<file path="config.mk">
export PLATFORM = sky130hd
export DESIGN_NAME = seg7_scan_decoder
export DESIGN_NICKNAME = d
export VERILOG_FILES = /design/src/rtl/seg7_pkg.sv /design/src/rtl/seg7_to_hex.sv /design/src/rtl/seg7_scan_decoder.sv
export SDC_FILE = /design/constraint.sdc
export NUM_CORES = 1
export LEC_CHECK = 0
export ABC_CLOCK_PERIOD_IN_PS = 4680
export CAP_MARGIN = 5
export CORE_ASPECT_RATIO = 1.75
export CORE_MARGIN = 4
export CORE_UTILIZATION = 54
export CTS_CLUSTER_DIAMETER = 30
export DETAILED_ROUTE_END_ITERATION = 12
export HOLD_SLACK_MARGIN = 0.06
export PLACE_DENSITY = 0.76
export SETUP_SLACK_MARGIN = 0.3
export SLEW_MARGIN = 20
export SYNTH_ARGS = -nofsm -noshare
export SYNTH_HDL_FRONTEND = slang
export SYNTH_SLANG_ARGS = --single-unit
</file>
<file path="constraint.sdc">
create_clock -name clk -period 4.68 [get_ports clk]
set_clock_uncertainty 0.15 [all_clocks]
set_input_delay 0.702 -clock clk [delete_from_list [all_inputs] [get_ports clk]]
set_output_delay 0.702 -clock clk [all_outputs]
set_load 0.01 [all_outputs]
</file>
<file path="src/rtl/seg7_pkg.sv">
// seg7_pkg: shared segment table, error codes and FSM states for the 7-segment scan path
package seg7_pkg;
  // Active-low patterns a..g on bits 0..6, indexed by nibble value.
  localparam logic [15:0][6:0] SEG_PAT = {
    7'h0E, 7'h06, 7'h21, 7'h46, 7'h03, 7'h08, 7'h10, 7'h00,
    7'h78, 7'h02, 7'h12, 7'h19, 7'h30, 7'h24, 7'h79, 7'h40
  };
  localparam logic [6:0] SEG_BLANK   = 7'h7F;
  localparam logic [1:0] ERR_NONE    = 2'b00;
  localparam logic [1:0] ERR_PATTERN = 2'b01;
  localparam logic [1:0] ERR_ENABLE  = 2'b10;
  typedef enum logic {SETTLE, HOLD} state_t;
endpackage

</file>
<file path="src/rtl/seg7_to_hex.sv">
// seg7_to_hex: reverse lookup of an active-low segment pattern to its hex nibble
module seg7_to_hex
  import seg7_pkg::*;
(
  input  logic [6:0] seg,
  output logic [3:0] nibble,
  output logic       is_digit,
  output logic       is_blank
);
  // Search the shared encoder table; patterns are unique so at most one hits.
  always_comb begin
    nibble   = '0;
    is_digit = 1'b0;
    for (int k = 0; k < 16; k++) begin
      if (seg == SEG_PAT[k]) begin
        nibble   = 4'(k);
        is_digit = 1'b1;
      end
    end
  end
  assign is_blank = seg == SEG_BLANK;
endmodule

</file>
<file path="src/rtl/seg7_scan_decoder.sv">
// seg7_scan_decoder: samples a multiplexed 7-segment bus and reassembles the displayed hex word
module seg7_scan_decoder
  import seg7_pkg::*;
#(
  parameter int DIGITS        = 4,
  parameter int STABLE_CYCLES = 8
) (
  input  logic                                    clk,
  input  logic                                    rst_n,
  input  logic [6:0]                              seg_in,
  input  logic [DIGITS-1:0]                       an_in,
  output logic [4*DIGITS-1:0]                     word_out,
  output logic                                    word_valid,
  output logic                                    err_pulse,
  output logic [1:0]                              err_code,
  output logic [(DIGITS>1?$clog2(DIGITS):1)-1:0]  err_digit,
  output logic                                    busy
);
  localparam int W  = 7 + DIGITS;
  localparam int IW = DIGITS > 1 ? $clog2(DIGITS) : 1;
  logic [W-1:0] sync1_q, sync1_d, sync2_q, sync2_d, prev_q, prev_d;
  logic [7:0] cnt_q, cnt_d;
  state_t state_q, state_d;
  logic [DIGITS-1:0] mask_q, mask_d;
  logic [DIGITS-1:0][3:0] shadow_q, shadow_d;
  logic [4*DIGITS-1:0] word_out_q, word_out_d;
  logic word_valid_q, word_valid_d, err_pulse_q, err_pulse_d;
  logic [1:0] err_code_q, err_code_d;
  logic [IW-1:0] err_digit_q, err_digit_d, idx;
  logic accept;
  logic [3:0] nibble;
  logic is_digit, is_blank;
  wire [DIGITS-1:0] an_s  = sync2_q[DIGITS-1:0];
  wire [6:0]        seg_s = sync2_q[W-1:DIGITS];
  wire              diff  = sync2_q != prev_q;
  seg7_to_hex u_lookup (.seg(seg_s), .nibble(nibble), .is_digit(is_digit), .is_blank(is_blank));
  // Settle/hold FSM, accept classification and frame completion.
  always_comb begin
    sync1_d      = {seg_in, an_in};
    sync2_d      = sync1_q;
    prev_d       = sync2_q;
    cnt_d        = cnt_q;
    state_d      = state_q;
    mask_d       = mask_q;
    shadow_d     = shadow_q;
    word_out_d   = word_out_q;
    word_valid_d = 1'b0;
    err_pulse_d  = 1'b0;
    err_code_d   = err_code_q;
    err_digit_d  = err_digit_q;
    accept       = 1'b0;
    idx          = '0;
    for (int k = 0; k < DIGITS; k++) if (!an_s[k]) idx = IW'(k);
    if (state_q == SETTLE) begin
      if (diff) cnt_d = '0;
      else if (cnt_q == 8'(STABLE_CYCLES - 1)) begin
        accept  = 1'b1;
        state_d = HOLD;
      end else cnt_d = cnt_q + 8'd1;
    end else if (diff) begin
      state_d = SETTLE;
      cnt_d   = '0;
    end
    if (accept && !(&an_s)) begin
      if (!$onehot(~an_s)) begin
        err_pulse_d = 1'b1;
        err_code_d  = ERR_ENABLE;
        err_digit_d = '0;
        mask_d      = '0;
      end else if (is_digit) begin
        shadow_d[idx] = nibble;
        mask_d[idx]   = 1'b1;
      end else if (!is_blank) begin
        err_pulse_d = 1'b1;
        err_code_d  = ERR_PATTERN;
        err_digit_d = idx;
        mask_d      = '0;
      end
    end
    if (&mask_d) begin
      word_out_d   = shadow_d;
      word_valid_d = 1'b1;
      mask_d       = '0;
    end
  end
  // State registers; synchronizers reset to the idle all-ones level.
  always_ff @(posedge clk or negedge rst_n) begin
    if (!rst_n) begin
      sync1_q      <= '1;
      sync2_q      <= '1;
      prev_q       <= '1;
      cnt_q        <= '0;
      state_q      <= SETTLE;
      mask_q       <= '0;
      shadow_q     <= '0;
      word_out_q   <= '0;
      word_valid_q <= 1'b0;
      err_pulse_q  <= 1'b0;
      err_code_q   <= ERR_NONE;
      err_digit_q  <= '0;
    end else begin
      sync1_q      <= sync1_d;
      sync2_q      <= sync2_d;
      prev_q       <= prev_d;
      cnt_q        <= cnt_d;
      state_q      <= state_d;
      mask_q       <= mask_d;
      shadow_q     <= shadow_d;
      word_out_q   <= word_out_d;
      word_valid_q <= word_valid_d;
      err_pulse_q  <= err_pulse_d;
      err_code_q   <= err_code_d;
      err_digit_q  <= err_digit_d;
    end
  end
  assign word_out   = word_out_q;
  assign word_valid = word_valid_q;
  assign err_pulse  = err_pulse_q;
  assign err_code   = err_code_q;
  assign err_digit  = err_digit_q;
  assign busy       = |mask_q;
endmodule

</file>
==> key figures, run 1 <==
Setup path
  – R2R Setup Slk: 0.77 ns
  – Critical Path RT: 4.75 ns
  – Slowest stage cell on the critical path: dfstp_2
  – Most used cell, CP: ha_1
  – Worst R2R End: word_out[9]
  – Family with the most delay on the worst path: compound AO/OA/AOI/OAI gates
  – CP Launch Type: register
  – Crit path from: prev_d[3]
  – R2R depth: 9
  – Cell Chain, Critical Path: fa_1 > inv_1 > ha_1 > ha_1 > or3b_2 > o41ai_1 > o22a_1 > buf_4 > mux2_2
  – Largest fanout on the critical path: 14
  – Kind of critical path: reg2reg
  – FF-to-FF Start: prev_d[3]
  – Largest stage delay, worst path: 0.68 ns
  – Crit path arrival time: 3.98 ns
  – Setup crit end kind: register
  – Buf+Inv Stages, Crit Path: 2

Place
  – Placed instance count: 393
  – Post-Place Cell Area: 0.00404 sq mm
  – GPL Wtd Cong: 0.837
  – PortBufs: 35
  – Dpl hpwl: 4.70 mm

Finish
  – Post-route cell area: 0.00433 sq mm
  – Post-Layout Cell Count: 409
  – Area Growth Syn to Fin: 19.0%
  – Fill cells: 524
  – Antenna Cells: 0
  – Share of layout cells above drive strength 1: 27.2%
  – # nets final: 340

Synth
  – Post-synthesis sequential area ratio: 58.8%
  – Synth Flop Type: dfrtp_1
  – Syn_area_per_cell: 12.6 sq um
  – Mapped cell area: 0.00364 sq mm
  – Synth cell types: 59
  – Post-Synthesis Cells: 289
  – Yosys reg bits: 84
  – Syn nets: 307
  – Synth warnings: 0
  – Ys async rst share: 100%
  – Post-synth EDFFs: 0

Routing
  – WL final: 6.93 mm
  – Vias/cell: 5.73
  – Post-route ant nets: 0
  – Number of DRC markers in iteration 0: 132
  – Mean routed wirelength per cell: 16.9 um
  – Via Count: 2,342
  – TritonRoute pass-1 iters: 4
  – DRC errors left: 0

CTS
  – Post-CTS sizing: 0
  – CTS buffer count: 9
  – Clk pin slew, worst setup/hold paths: 0.06 ns
  – CTS Sinks: 84
  – Root Buffer: clkbuf_16
  – Clk_lat worst skew: 0.34 ns
  – Clock tree buffer depth: 2
  – Setup Buffers After CTS: 0
  – Hold bufs inserted after CTS: 0
  – H-tree depth: 3
  – CTS tree: done

Timing
  – Fmax: 256 MHz
  – Total negative setup slack: 0 ns
  – Fin. max-slew vios: 0
  – Final Cycle Share: 83.5%
  – Slew HR: 48.7%
  – Unrepaired setup endpoints after global routing: no
  – Period minus WS final: 3.91 ns
  – Worst slew pin tran: 0.762 ns
  – Final setup vio count: 0
  – Fin. Hold Viols: 0

Die
  – Core box area: 0.00654 sq mm
  – Boundary pin count: 36
  – Die height: 117 um
  – Starting Density: 55.7%
  – Num rows: 39
  – Die W: 70.1 um
  – DIE AREA: 0.00817 sq mm

Power and ir drop
  – P_leak: 1.91 nW
  – VDD IR max: 0.298 mV
  – PD cells: 354 mW/mm^2
  – Final Power: 1.53 mW

Global routing
  – GRT Util Overall: 18.8%
  – Largest net degree at the start of global routing: 44
  – Initial antenna violation count: 0
  – Grt total ovfl: 0
  – First-pass GRT wire length: 11.9 mm
  – Vias in the first global route: 2,471

Min path
  – Worst min path class: in2async

Run status
  – Outcome: finished clean

Flow run
  – Max cap viols: 0
area by class of cell:
type / count / area (sq um) / share of cell area (%)
clock buffers: 9 / 225 / 5.20
multi-input cells: 183 / 1410 / 32.4
clock inverters: 7 / 67.6 / 1.56
repair buffers: 37 / 363 / 8.37
flip-flops and latches: 84 / 2140 / 49.5
well taps: 82 / 103 / 2.37
inverters: 7 / 26.3 / 0.606
power by group:
group / leakage (nW) / switching, mW / total [mW] / internal, mW
clock network: 0.137 / 0.277 / 0.687 / 0.409
registers: 1.06 / 0.0225 / 0.776 / 0.753
logic: 0.713 / 0.0388 / 0.0699 / 0.0311
worst max-delay path by stage:
| stage | end | slack [ns] | depth (start not counted) |
|---|---|---|---|
| after detailed placement | word_out[11] | 0.79 | 9 |
| after floorplan | word_out[0] | 1.27 | 10 |
| after global routing | word_out[9] | 0.62 | 9 |
| final | word_out[9] | 0.77 | 9 |
| after global placement | word_out[12] | 0.89 | 9 |
| after CTS | word_out[9] | 0.79 | 9 |
per-layer routing:
metal	track usage [%]	vias up	share of wire, %
met3	5.08	8	2.6
li1	-	1104	-
met1	22.1	1188	42
met5	0	-	0
met4	7.93	0	1.8
met2	32.5	42	54
cells in the final DEF (no fill, tap or decap), types with 7 or more instances in the layout:
cell and count:
nor3_1 9, nand2_1 11, dfstp_2 33, inv_1 7, xnor2_1 13, clkdlybuf4s50_1 34, clkbuf_16 9, dfrtp_1 51
o21ai_0 7, a21oi_1 8, nor2_1 17, mux2_2 23
cell usage after synthesis (2+ instances only):
| cell | count | share of area, % |
|---|---|---|
| dfrtp_1 | 51 | 35 |
| a211o_1 | 2 | 0.48 |
| or4_1 | 2 | 0.41 |
| a31oi_1 | 3 | 0.52 |
| or3_1 | 3 | 0.52 |
| clkbuf_1 | 6 | 0.62 |
| mux2_4 | 6 | 2.5 |
| or4b_1 | 2 | 0.55 |
| ha_1 | 4 | 1.4 |
| or2_2 | 2 | 0.34 |
| a32o_1 | 2 | 0.55 |
| or4_4 | 2 | 0.62 |
| nor3_1 | 9 | 1.2 |
| inv_1 | 7 | 0.72 |
| nor4_1 | 5 | 0.86 |
| o21ai_0 | 7 | 0.96 |
| o31ai_1 | 3 | 0.62 |
| and4_1 | 2 | 0.48 |
| mux2_2 | 23 | 7.1 |
| nand3_1 | 6 | 0.82 |
| nand4_1 | 5 | 0.86 |
| and3_1 | 4 | 0.69 |
| nand2_1 | 11 | 1.1 |
| nand2b_1 | 4 | 0.69 |
| nor3b_1 | 3 | 0.62 |
| a21oi_1 | 8 | 1.1 |
| xor2_1 | 6 | 1.4 |
| xnor2_1 | 13 | 3.1 |
| dfstp_2 | 33 | 24 |
| nor2_1 | 17 | 1.8 |
| o22ai_1 | 2 | 0.34 |
| and2_1 | 2 | 0.34 |
| buf_2 | 8 | 1.1 |
flip-flops by register name, indices dropped and copies added, names as in the netlist, 2 cells and up:
name       count
err_code       2
mask_q         4
shadow_q      16
prev_q        11
prev_d        11
cnt_q          8
sync1_q       11
err_digit      2
word_out      16
cell families after synthesis:
kind of cell,share of synthesized area (%)
AND/OR/NAND/NOR,14.4
flip-flops,58.8
AO/OA/AOI/OAI,7.87
multiplexers,9.86
buffers and inverters,2.54
XOR/XNOR,4.57
adder cells (fa/ha/maj),1.92
stage by stage:
stage	hold WS, ns	worst slack [ns]	utilization, %
after floorplan	0.195	1.27	-
after global placement	0.196	0.887	61.8
after detailed placement	0.197	0.792	61.8
after CTS	0.198	0.787	66.3
after global routing	0.207	0.618	66.3
final	0.183	0.774	66.3
Note: power is estimated with default switching activity, not from simulation.
==> run 2, diff against run 1 <==
--- a/config.mk
+++ b/config.mk
@@ -5,7 +5,7 @@
 export SDC_FILE = /design/constraint.sdc
 export NUM_CORES = 1
 export LEC_CHECK = 0
-export ABC_CLOCK_PERIOD_IN_PS = 4680
+export ABC_CLOCK_PERIOD_IN_PS = 4000
 export CAP_MARGIN = 5
 export CORE_ASPECT_RATIO = 1.75
 export CORE_MARGIN = 4
==> constraint.sdc (replaced) <==
create_clock -name clk -period 4 [get_ports clk]
set_clock_uncertainty 0.15 [all_clocks]
set_input_delay 0.6 -clock clk [delete_from_list [all_inputs] [get_ports clk]]
set_output_delay 0.6 -clock clk [all_outputs]
set_load 0.01 [all_outputs]
==> key figures, run 2 (same netlist as run 1, synthesis figures left out) <==
Global routing
  – GRT Util Overall: 18.0%
  – Vias in the first global route: 2,535
  – Initial antenna violation count: 0
  – First-pass GRT wire length: 11.6 mm
  – Grt total ovfl: 0
  – Largest net degree at the start of global routing: 85

Routing
  – Mean routed wirelength per cell: 16.3 um
  – TritonRoute pass-1 iters: 5
  – Via Count: 2,388
  – DRC errors left: 0
  – Number of DRC markers in iteration 0: 105
  – WL final: 6.72 mm
  – Vias/cell: 5.80
  – Post-route ant nets: 0

Min path
  – Worst min path class: in2async

CTS
  – Root Buffer: clkbuf_16
  – Hold bufs inserted after CTS: 0
  – H-tree depth: 3
  – Clock tree buffer depth: 2
  – CTS tree: done
  – CTS buffer count: 9
  – Clk pin slew, worst setup/hold paths: 0.06 ns
  – Clk_lat worst skew: 0.33 ns
  – CTS Sinks: 84

Setup path
  – Crit path arrival time: 3.66 ns
  – Cell Chain, Critical Path: fa_1 > inv_1 > ha_1 > ha_1 > or3b_2 > or4_4 > mux2_4 > mux2_2
  – CP Launch Type: register
  – Largest stage delay, worst path: 0.68 ns
  – Setup crit end kind: register
  – Kind of critical path: reg2reg
  – Most used cell, CP: ha_1
  – Critical Path RT: 4.06 ns
  – Slowest stage cell on the critical path: dfstp_2
  – Largest fanout on the critical path: 14

Die
  – Die W: 70.1 um
  – Starting Density: 55.7%
  – Boundary pin count: 36
  – Core box area: 0.00654 sq mm
  – Die height: 117 um
  – DIE AREA: 0.00817 sq mm
  – Num rows: 39

Place
  – Post-Place Cell Area: 0.00406 sq mm
  – Dpl hpwl: 4.67 mm
  – PortBufs: 35
  – GPL Wtd Cong: 0.815

Power and ir drop
  – Clock power share: 42.4%
  – P_leak: 1.93 nW
  – VDD IR max: 0.309 mV
  – Int Pwr: 1.36 mW
  – Sequential Power Share: 52.6%
  – Final Power: 1.73 mW
  – PD cells: 396 mW/mm^2
  – Comb power frac: 5.0%
  – Sw frac: 21.5%
  – Psw: 0.371 mW

Finish
  – Post-route cell area: 0.00436 sq mm
  – Commonest non-fill, non-tap cell in the layout: dfrtp_1
  – Antenna Cells: 0
  – Most frequent cells in the layout: dfrtp_1, clkdlybuf4s50_1, dfstp_2
  – Area Growth Syn to Fin: 19.6%
  – Share of layout cells above drive strength 1: 27.6%
  – # nets final: 343

Timing
  – Fin. max-slew vios: 0
  – Hold_ws: 0.102 ns
  – Fin. Hold Viols: 0
  – Slew HR: 56.7%
  – Worst slew pin tran: 0.646 ns
  – Fmax: 278 MHz
  – Unrepaired setup endpoints after global routing: no
  – Period minus WS final: 3.59 ns
  – Total negative setup slack: 0 ns
  – Final Cycle Share: 89.9%
  – Final setup vio count: 0

Run status
  – Outcome: finished clean

Flow run
  – Max cap viols: 0
run 2: final cells by class:
class,count,area [sq um]
Sequential cell,84,2140
Inverter,7,26.3
Clock inverter,3,15.0
Tap cell,82,103
Multi-Input combinational cell,183,1420
Fill cell,500,2180
Timing Repair Buffer,40,398
Clock buffer,13,250
run 2: worst paths after layout:
check	slack, ns	from	cells past startpoint	endpoint
worst min register to register	0.20	sync1_q[0]	0	prev_d[0]
worst max-delay path	0.41	prev_d[3]	8	word_out[1]
worst min-delay path	0.10	rst_n	1	shadow_q[2]
worst max register to register	0.41	prev_d[3]	8	word_out[1]
min in group clk	0.20	sync1_q[0]	0	prev_d[0]
max in group asynchronous	2.96	rst_n	2	prev_d[3]
run 2: routing by layer:
layer	GRT usage [%]	part of all wire, %	vias to the layer above
li1	-	-	1117
met1	20.0	40	1195
met2	31.6	54	59
met3	5.08	3.2	17
met4	9.08	2.7	0
met5	0	0	-
run 2: repair_timing:
item / CTS / global route
setup buffers: 0 / 0
resized for setup: 0 / 2
endpoints found under the setup margin: 0 / 14
hold endpoints to repair: 0 / 0
run 2: power by group through the flow:
stage	clock network [mW]	registers [mW]	logic, mW
after global placement	0	0.920	0.0820
after global routing	0.786	0.911	0.0978
final	0.732	0.908	0.0872
after CTS	0.753	0.908	0.0855
after floorplan	0	0.904	0.0572
after detailed placement	0	0.922	0.0851
run 2: worst max-delay path, delay by kind of cell, from the launching register on:
kind	cells	cell delay, ns
and+or+nand+nor	2	1.15
adders and majority gates	3	0.83
DFF	1	0.68
muxes	2	0.60
buffers and inverters	1	0.07
run 2: stage by stage:
step           std cells  utilization (%)  setup slack (ns)
2_1_floorplan        289                -             0.592
3_3_place_gp         395             62.0             0.381
3_5_place_dp         395             62.0             0.314
4_1_cts              411             66.1             0.307
5_1_grt              412             66.6             0.319
6_report             412             66.6             0.405
==> run 3, diff against run 2 <==
--- a/config.mk
+++ b/config.mk
@@ -12,6 +12,7 @@
 export CORE_UTILIZATION = 54
 export CTS_CLUSTER_DIAMETER = 30
 export DETAILED_ROUTE_END_ITERATION = 12
+export GPL_TIMING_DRIVEN = 0
 export HOLD_SLACK_MARGIN = 0.06
 export PLACE_DENSITY = 0.76
 export SETUP_SLACK_MARGIN = 0.3
==> key figures, run 3 (same netlist as run 1, synthesis figures left out) <==
Routing
  – Mean routed wirelength per cell: 16.5 um
  – TritonRoute pass-1 iters: 4
  – Vias/cell: 5.66
  – Via Count: 2,400
  – Number of DRC markers in iteration 0: 129
  – DRC errors left: 0
  – Post-route ant nets: 0
  – WL final: 7.01 mm

Global routing
  – Vias in the first global route: 2,515
  – Grt total ovfl: 0
  – Initial antenna violation count: 0
  – Largest net degree at the start of global routing: 45
  – First-pass GRT wire length: 12.1 mm
  – GRT Util Overall: 19.2%

Finish
  – Post-Layout Cell Count: 424
  – Sequential Area: 0.00214 sq mm
  – Fill cells: 513
  – Post-route cell area: 0.00444 sq mm
  – Commonest non-fill, non-tap cell in the layout: dfrtp_1
  – Antenna Cells: 0
  – Most frequent cells in the layout: dfrtp_1, clkdlybuf4s50_1, dfstp_2
  – Area Growth Syn to Fin: 21.9%
  – Area of the multi-input gates: 0.00142 sq mm
  – # nets final: 355
  – Share of layout cells above drive strength 1: 28.7%

Flow run
  – Max cap viols: 0

Power and ir drop
  – PD cells: 405 mW/mm^2
  – VDD IR max: 0.410 mV
  – P_leak: 1.97 nW

Run status
  – Outcome: finished clean

Setup path
  – Buf+Inv Stages, Crit Path: 2
  – CP Launch Type: register
  – Crit path arrival time: 3.64 ns
  – Slowest stage cell on the critical path: dfstp_2
  – Largest stage delay, worst path: 0.60 ns
  – Most used cell, CP: ha_1
  – Critical Path RT: 4.06 ns
  – Crit path from: prev_d[3]
  – FF-to-FF Start: prev_d[3]
  – Cell Chain, Critical Path: fa_1 > inv_1 > ha_1 > ha_1 > or3b_2 > buf_1 > or4_4 > mux2_4 > mux2_2
  – Kind of critical path: reg2reg
  – Family with the most delay on the worst path: simple AND/OR/NAND/NOR gates
  – Setup crit end kind: register
  – Largest fanout on the critical path: 6

Min path
  – Worst min path class: in2async

Die
  – DIE AREA: 0.00817 sq mm
  – Die height: 117 um
  – Die W: 70.1 um
  – Num rows: 39
  – Core box area: 0.00654 sq mm
  – Boundary pin count: 36
  – Starting Density: 55.7%

Place
  – PortBufs: 35
  – Post-Place Cell Area: 0.00411 sq mm
  – Placed instance count: 407
  – Dpl hpwl: 5.09 mm
  – GPL Wtd Cong: 0.910

CTS
  – Root Buffer: clkbuf_16
  – Hold bufs inserted after CTS: 0
  – Clock tree buffer depth: 2
  – CTS Sinks: 84
  – H-tree depth: 3
  – CTS buffer count: 9
  – Clk pin slew, worst setup/hold paths: 0.06 ns
  – Clk_lat worst skew: 0.33 ns
  – CTS tree: done

Timing
  – Period minus WS final: 3.58 ns
  – Unrepaired setup endpoints after global routing: no
  – Slew HR: 50.7%
  – Worst slew pin tran: 0.733 ns
  – Total negative setup slack: 0 ns
  – Fmax: 279 MHz
  – Final Cycle Share: 89.5%
  – Fin. Hold Viols: 0
  – Final setup vio count: 0
  – Fin. max-slew vios: 0
==> run 3: cell count changes in the layout (fill, tap and decap cells not counted), moves of 2 or more <==
cell	delta
clkinv_2	-3
clkbuf_1	+4
clkbuf_4	+2
buf_2	+6
buf_4	-3
==> run 3: final timing paths <==
check                      cells past startpoint  slack [ns]          end
setup / recovery                               9        0.42  word_out[2]
hold reg to reg                                0        0.20    prev_d[9]
setup reg to reg                               9        0.42  word_out[2]
hold / removal                                 1        0.11  shadow_q[9]
min in group clk                               0        0.20    prev_d[9]
max in group asynchronous                      2        2.95    prev_q[9]
==> run 3: repair_timing <==
item / in CTS / in global routing
gates resized for setup: 2 / 4
pin swaps: 0 / 1
buffers inserted: 0 / 1
endpoints found under the setup margin: 16 / 16
==> run 3: final cells by class <==
cell class	count	area share, %
Buffer	15	1.63
Clock buffer	14	6.43
Tap cell	82	2.31
Inverter	7	0.592
Multi-Input combinational cell	183	32.0
Timing Repair Buffer	37	8.46
Clock inverter	2	0.310
Sequential cell	84	48.3
==> run 3: where the power goes <==
part / internal (mW) / switching [mW]
Sequential: 0.881 / 0.0131
Clock: 0.493 / 0.307
Combinational: 0.0420 / 0.0625
Total: 1.42 / 0.382
==> run 3: routing by layer <==
layer	GRT usage, %	vias up	part of all wire, %
met3	4.31	16	3.5
met4	9.46	0	2.6
met1	22.1	1182	39
met2	33.6	59	55
met5	0	-	0
li1	-	1143	-
==> run 3: per-stage QoR <==
stage               hold WS, ns  setup slack, ns  util (%)  power [mW]
detailed placement        0.197            0.236      62.9        1.01
finish                    0.113            0.419      67.9        1.80
global route              0.144            0.325      67.9        1.87
floorplan                 0.154            0.592         -       0.962
global placement          0.195           -0.527      62.6        1.01
CTS                       0.120            0.315      67.7        1.82
